### config.mk
export PLATFORM = sky130hd
export DESIGN_NAME = regfile_sequencer
export DESIGN_NICKNAME = d
export VERILOG_FILES = /design/src/rtl/regfile_seq_pkg.sv /design/src/rtl/regfile_sequencer_lfsr.sv /design/src/rtl/regfile_sequencer.sv
export SDC_FILE = /design/constraint.sdc
export NUM_CORES = 1
export LEC_CHECK = 0
export ABC_AREA = 1
export CORE_ASPECT_RATIO = 0.9
export CORE_MARGIN = 3
export CORE_UTILIZATION = 47
export DETAILED_ROUTE_END_ITERATION = 16
export GPL_ROUTABILITY_DRIVEN = 0
export MAX_ROUTING_LAYER = met4
export PLACE_DENSITY = 0.81
export SLEW_MARGIN = 40
export SYNTH_ARGS = -nofsm -noshare
export SYNTH_HDL_FRONTEND = slang
export SYNTH_HIERARCHICAL = 1
export SYNTH_SLANG_ARGS = --single-unit
### constraint.sdc
create_clock -name clk -period 2 [get_ports clk]
set_input_delay 0.3 -clock clk [delete_from_list [all_inputs] [get_ports clk]]
set_output_delay 0.3 -clock clk [all_outputs]
set_load 0.05 [all_outputs]
### src/rtl/regfile_seq_pkg.sv
// Shared types and LFSR tap constants for the register-file sequencer.
// REGFILE_SEQ_REG0_CHECK_EN adds the ZW state to the state enum.
package regfile_seq_pkg;

   localparam logic [7:0]  TAP8  = 8'hB8;
   localparam logic [15:0] TAP16 = 16'hB400;

`ifdef REGFILE_SEQ_REG0_CHECK_EN
   typedef enum logic [2:0] {
      S_IDLE,
      S_ZW,
      S_FILL,
      S_CHECK,
      S_DONE
   } state_t;
`else
   typedef enum logic [1:0] {
      S_IDLE,
      S_FILL,
      S_CHECK,
      S_DONE
   } state_t;
`endif

   function automatic logic [15:0] tap_mask(input int w);
      return (w == 16) ? TAP16 : {8'h00, TAP8};
   endfunction

endpackage

### src/rtl/regfile_sequencer_lfsr.sv
// Right-shifting Galois LFSR; a zero seed is replaced by 1 so the
// sequence can never lock up at zero.
module lfsr_galois
   import regfile_seq_pkg::*;
#(
   parameter int W = 8
) (
   input  logic         clk,
   input  logic         rst,
   input  logic         load,
   input  logic [W-1:0] seed,
   input  logic         step,
   output logic [W-1:0] q
);

   localparam logic [15:0]  MASK16 = tap_mask(W);
   localparam logic [W-1:0] MASK   = MASK16[W-1:0];

   always_ff @(posedge clk) begin
      if (rst) begin
         q <= W'(1);
      end else if (load) begin
         q <= (seed == '0) ? W'(1) : seed;
      end else if (step) begin
         q <= (q >> 1) ^ (q[0] ? MASK : '0);
      end
   end

endmodule

### src/rtl/regfile_sequencer.sv
// Fills registers 1..2**N-1 with an LFSR sequence, then reads them back.
// REGFILE_SEQ_REG0_CHECK_EN adds a reg0 write-protect probe (ZW + rs2).
module regfile_sequencer
   import regfile_seq_pkg::*;
#(
   parameter int N = 4,
   parameter int W = 8
) (
   input  logic         clk,
   input  logic         rst,
   input  logic         start,
   input  logic [W-1:0] seed,
   output logic         we,
   output logic [N-1:0] addr_rd,
   output logic [W-1:0] data_in,
   output logic [N-1:0] addr_rs1,
   output logic [N-1:0] addr_rs2,
   input  logic [W-1:0] rs1,
   input  logic [W-1:0] rs2,
   output logic         busy,
   output logic         done,
   output logic [N:0]   err_cnt,
   output logic         pass
);

   localparam logic [N-1:0] A_LAST = {N{1'b1}};
   localparam logic [N:0]   E_MAX  = {(N+1){1'b1}};

   state_t       state;
   state_t       state_nx;
   logic [N-1:0] a;
   logic [W-1:0] seed_q;
   logic [N:0]   err_q;
   logic         ran;
   logic         a_end;
   logic         miss;
   logic         lfsr_load;
   logic         lfsr_step;
   logic [W-1:0] lfsr_seed;
   logic [W-1:0] q;

   lfsr_galois #(.W(W)) u_lfsr (
      .clk  (clk),
      .rst  (rst),
      .load (lfsr_load),
      .seed (lfsr_seed),
      .step (lfsr_step),
      .q    (q)
   );

   assign a_end    = (a == A_LAST);
   assign busy     = (state != S_IDLE);
   assign err_cnt  = err_q;
   assign pass     = ran && (err_q == '0);
   assign addr_rs2 = '0;

`ifndef REGFILE_SEQ_REG0_CHECK_EN
   logic unused_rs2;
   assign unused_rs2 = ^rs2;
`endif

   always_comb begin
      state_nx  = state;
      lfsr_load = 1'b0;
      lfsr_step = 1'b0;
      lfsr_seed = seed_q;
      we        = 1'b0;
      addr_rd   = '0;
      data_in   = '0;
      addr_rs1  = '0;
      done      = 1'b0;
      miss      = 1'b0;
      unique case (state)
         S_IDLE: begin
            if (start) begin
               lfsr_load = 1'b1;
               lfsr_seed = seed;
`ifdef REGFILE_SEQ_REG0_CHECK_EN
               state_nx  = S_ZW;
`else
               state_nx  = S_FILL;
`endif
            end
         end
`ifdef REGFILE_SEQ_REG0_CHECK_EN
         S_ZW: begin
            we       = 1'b1;
            data_in  = '1;
            state_nx = S_FILL;
         end
`endif
         S_FILL: begin
            we      = 1'b1;
            addr_rd = a;
            data_in = q;
            // CHECK must replay the sequence from the captured seed
            if (a_end) begin
               lfsr_load = 1'b1;
               state_nx  = S_CHECK;
            end else begin
               lfsr_step = 1'b1;
            end
         end
         S_CHECK: begin
            addr_rs1  = a;
            lfsr_step = 1'b1;
`ifdef REGFILE_SEQ_REG0_CHECK_EN
            miss      = (rs1 != q) || (rs2 != '0);
`else
            miss      = (rs1 != q);
`endif
            if (a_end) begin
               state_nx = S_DONE;
            end
         end
         S_DONE: begin
            done     = 1'b1;
            state_nx = S_IDLE;
         end
         default: begin
            state_nx = S_IDLE;
         end
      endcase
   end

   always_ff @(posedge clk) begin
      if (rst) begin
         state  <= S_IDLE;
         a      <= '0;
         seed_q <= '0;
         err_q  <= '0;
         ran    <= 1'b0;
      end else begin
         state <= state_nx;
         if (state == S_IDLE && start) begin
            seed_q <= seed;
            err_q  <= '0;
            ran    <= 1'b0;
            a      <= N'(1);
         end
         if (state == S_FILL) begin
            a <= a_end ? N'(1) : a + N'(1);
         end
         if (state == S_CHECK) begin
            a <= a + N'(1);
            if (miss && err_q != E_MAX) begin
               err_q <= err_q + (N+1)'(1);
            end
            if (a_end) begin
               ran <= 1'b1;
            end
         end
      end
   end

endmodule

==> Word-level counts from Yosys, hierarchy flattened <==
Index checks and enable logic that the tools add are counted.
{ "totals": {"regBits": 28, "output_inout_bits": 29, "elab_cells": 59} }
{ "op_classes": {"addsub": 2, "n_eq_ne": 9, "mux": 31, "bitwise_logic": 1, "n_reduce_logical": 10} }
{ "ops": {"columns": ["operator", "n"], "rows": [
  ["$mux 8", 7],
  ["$mux 4", 6],
  ["$mux 5", 3],
  ["$mux 1", 9],
  ["$logic_not 8->1", 1],
  ["$ne 8x8->1", 1],
  ["$pmux 2 s4", 1],
  ["$xor 7x8->8", 1],
  ["$mux 2", 3],
  ["$ne 2x2->1 const B", 3],
  ["$add 5x1->5 const B", 1],
  ["$logic_not 5->1", 1],
  ["$ne 5x5->1 const B", 1],
  ["$add 4x1->4 const B", 1],
  ["$eq 2x2->1 const B", 2],
  ["$eq 4x4->1 const B", 1],
  ["$pmux 1 s2", 2],
  ["$reduce_bool 2->1", 2],
  ["$logic_and 1x1->1", 3],
  ["$reduce_and 3->1", 1],
  ["$reduce_bool 3->1", 1],
  ["$eq 2x1->1 const B", 1],
  ["$logic_not 2->1", 1]
]} }

==> Longest topological paths before layout <==
{ "logic_depth": {"depth_word": 5, "mapped_depth": 14, "mapped_depth_nobuf": 14} }

==> Modules after synthesis <==
Netlist, hierarchy kept.
{ "modules_own_cells": {"columns": ["mod", "instances", "cells_each", "area_per_inst_um2", "seq_area_each_um2"], "rows": [
  ["regfile_sequencer", 1, 220, 1361.3, 400.4],
  ["lfsr_galois", 1, 66, 439.2, 160.2]
]} }

==> Worst setup path after synthesis <==
OpenSTA, ideal clock, no wires.
{ "synth_timing": {"kind": "reg-to-reg", "startpoint": "register state[1]", "endpoint": "register u_lfsr.q[2]", "setup_ns": 0.056, "t_arrival_ns": 1.946, "path_slack_ns": -0.002, "stages_incl_launch_ff": 15, "n_path_buf": 0, "cell_sequence": "dfxtp_1 inv_1 ha_1 inv_1 nand2_2 nand2_2 inv_2 nor2_2 nor2_1 inv_2 nor2_4 nand2_1 nand3_1 nand2_1 inv_1"} }
{ "synth_via": {"word_cells_on_any_way": 10, "classes_between": "eq/ne: 2; mux: 5; reduce/logical: 3"} }
{ "synth_rtl": {"columns": ["element", "line", "rtl"], "rows": [
  ["start, declared", "regfile_sequencer.sv:29", "state_t state;"],
  ["start signal, assigned", "regfile_sequencer.sv:134", "state <= state_nx;"],
  ["$eq 2x2->1 / $eq 2x1->1 (equally long branches)", "regfile_sequencer.sv:73", "unique case (state)"],
  ["$pmux 1 s2 (*)", "regfile_sequencer.sv:73", null],
  ["via lfsr_step", "regfile_sequencer.sv:38", "logic lfsr_step;"],
  ["$reduce_bool 2->1 (no line) (*)", null, null],
  ["end signal, assigned", "regfile_sequencer_lfsr.sv:23", "q <= (seed == '0) ? W'(1) : seed;"],
  ["end signal, assigned", "regfile_sequencer_lfsr.sv:25", "q <= (q >> 1) ^ (q[0] ? MASK : '0);"],
  ["end, declared", "regfile_sequencer_lfsr.sv:13", "output logic [W-1:0] q"]
]} }
The timed path passes the listed nets; every way through them passes the cells marked *.
A chain may end at the register's enable or synchronous reset.

==> Worst setup path after layout <==
{ "layout_timing": {"startpoint": "register state[1]", "endpoint": "output port done"} }
{ "layout_via": {"elab_chain_len": 2} }
{ "layout_lines": {"columns": ["element", "line", "rtl"], "rows": [
  ["$eq 2x2->1", "regfile_sequencer.sv:73", null],
  ["$mux 1", "regfile_sequencer.sv:73", null],
  ["end, declared", "regfile_sequencer.sv:21", "output logic done,"]
]} }
No other way between the ends.

==> impl_metrics.yaml <==
cells_and_area:
  antenna_cells: 0
  area_growth_pct: 38.57
  layout.nets: 368
  fill_cells: 301
  final-instance-count-excl-fill: 376
  drive_above_1_share: 0.1506
critical_path:
  cp_max_fo: 3
  endpoint_kind: "primary output"
  path_class: "register to primary output"
  cp-start-kind: "register"
  cp.arrival_ns: 1.57
  crit_required_ns: 1.70
sta:
  worst_slack_ns: 0.1282
  post-route-period-util: 0.9359
  skew_ns: 0.007897
  maxSlewHeadroom: 0.6557
  worst_pin_slew_ns: 0.5149
  setup_tns_ns: 0
  hold_viol_final: 0
  rsz0062_at_grt: "false"
  maxSlewViolCount: 0
  finalCriticalPeriod_ns: 1.872
  max_freq_mhz: 534.2
  finalSetupViolations: 0
global_routing:
  antenna_found_initial: 0
  grt_max_degree: 16
  track_usage: 0.1833
  grt_pass1_wl_mm: 6.789
  grt_pass1_vias: 1590
  grt-ovfl-total: 0
outcome:
  status: "completed"
route:
  first_pass_iters: 4
  route.vias.total: 1798
  wire_per_inst_um: 10.57
  via_per_inst: 4.782
  antenna_left: 0
  drc: 0
  routed_wl_mm: 3.976
  drt_iter0_markers: 66
clocking:
  cts_hold_buffers: 0
  clockBufferDepth: 2
  post-cts-setup-buffers: 0
  cts-resized-gates: 0
  path_clk_slew_ns: 0.10
  clock-root-buffer: "clkbuf_8"
  cts_max_level: 1
  cts_inserted_buffers: 3
  cts_num_sinks: 28
  clock_latency_ns: 0.27
  cts_tree: "yes"
yosys:
  postSynthAreaPerCell_um2: 6.295
  syn-cell-area_um2: 1800
  synth_seq_area_share: 0.3113
  netlist_instances: 286
  postSynthRegisterBits: 28
  yosys_warnings: 6
  synthDistinctLibCells: 29
run:
  drv_cap: 0
floorplan:
  die_h_um: 64.72
  die_w_um: 71.24
  core_area_um2: 3528
  core.rowCount: 20
  die_area_um2: 4610
  io-pin-count: 56
  start_util: 0.5103
placement:
  pre_cts_slack_ns: 0.1076
  hpwl_mm: 3.163
  place_inst: 372
  io_buffers: 43
power_and_ir_drop:
  leakagePower_uw: 0.001288
  ir_drop_mv: 0.6865
  p_per_area_nw_per_um2: 1214
min_path:
  worstHoldPathType: "register to register"
path summary, 6_finish.rpt:
| check | slack (ns) | endpoint | depth (start not counted) | from |
|---|---|---|---|---|
| max | 0.13 | done | 2 | state[1] |
| min | 0.51 | ran | 2 | ran |
| min reg2reg | 0.51 | ran | 2 | ran |
| max reg2reg | 0.19 | u_lfsr/q[7] | 14 | a[0] |
state kept, by name, indices dropped and copies added (netlist names):
signal and flops:
a 4, err_cnt 5, ran 1, seed_q 8
state 2, u_lfsr/q 8
final cells by class:
cell class | count | area [µm²] | share of cell area
Clock buffer | 4 | 55.05 | 0.02207
Multi-Input combinational cell | 192 | 973.4 | 0.3902
Timing Repair Buffer | 49 | 628.1 | 0.2518
Inverter | 59 | 221.5 | 0.08877
Tap cell | 44 | 55.05 | 0.02207
Sequential cell | 28 | 561.8 | 0.2252
cell usage in the layout, fill, tap and decap left out, drive strengths merged:
master          n
buf            25
a211oi          1
nand2          87
nand3          11
or2             8
a21boi          3
conb            4
nand3b          1
a21oi          15
ha              8
nor3            2
clkinv          1
clkdlybuf4s50  24
xor2            3
xnor2           5
dfxtp          28
nor2           30
clkbuf          4
o21ai          14
inv            58
synthesized netlist by cell type:
library cell / instances / area share
nand2_2: 3 / 0.010
o21ai_1: 9 / 0.025
nand3b_1: 1 / 0.0042
nor2_2: 1 / 0.0035
or2_2: 2 / 0.0069
a211oi_1: 1 / 0.0042
ha_1: 8 / 0.056
buf_2: 3 / 0.0083
xor2_1: 3 / 0.015
nand3_1: 11 / 0.031
or2_1: 6 / 0.021
a21boi_1: 3 / 0.013
buf_4: 4 / 0.017
buf_6: 1 / 0.0063
nand2_1: 84 / 0.18
nor3_1: 2 / 0.0056
clkbuf_1: 2 / 0.0042
nor2_4: 3 / 0.019
a21oi_2: 2 / 0.0097
dfxtp_1: 28 / 0.31
inv_2: 5 / 0.010
o21ai_0: 4 / 0.011
nor2_1: 26 / 0.054
o21ai_2: 1 / 0.0049
xnor2_1: 5 / 0.024
clkinv_1: 1 / 0.0021
a21oi_1: 13 / 0.036
inv_1: 53 / 0.11
conb_1: 1 / 0.0021
power breakdown:
part           leakage [µW]  total [µW]  switching, µW  internal (µW)
clock network     0.0000288         354            178            176
logic               0.00103        1770           1080            686
registers          0.000230         907            177            730
layer usage:
| layer | vias to the layer above | share of wire | global-route usage |
|---|---|---|---|
| met5 | - | 0 | - |
| met4 | 0 | 0.0091 | 0.04460 |
| met3 | 4 | 0.056 | 0.02171 |
| met2 | 57 | 0.45 | 0.3062 |
| met1 | 796 | 0.48 | 0.2361 |
| li1 | 941 | - | - |
worst max-delay path: stages, from the launching register on:
cell and delay (ns):
dfxtp_1 0.36, ha_1 0.15, clkdlybuf4s50_1 0.79
cells by family after synthesis:
| kind of cell | after synthesis | share of synthesized area |
|---|---|---|
| other cells | 1 | 0.002083 |
| fa+ha+maj | 8 | 0.05560 |
| flops | 28 | 0.3113 |
| compound gates | 33 | 0.1035 |
| buf+inv | 69 | 0.1584 |
| xor+xnor | 8 | 0.03892 |
| simple gates | 139 | 0.3301 |
metrics by stage:
| step | cell area [µm²] | power (µW) | hold slack (ns) | utilization |
|---|---|---|---|---|
| floorplan | 1814 | 2146 | 0.3624 | - |
| global placement | 2434 | 2604 | 0.4604 | 0.6897 |
| detailed placement | 2434 | 2662 | 0.4862 | 0.6897 |
| CTS | 2489 | 3017 | 0.5026 | 0.7053 |
| global route | 2495 | 3281 | 0.5352 | 0.7071 |
| finish | 2495 | 3029 | 0.5088 | 0.7071 |
Power figures use the tool's default switching activity.
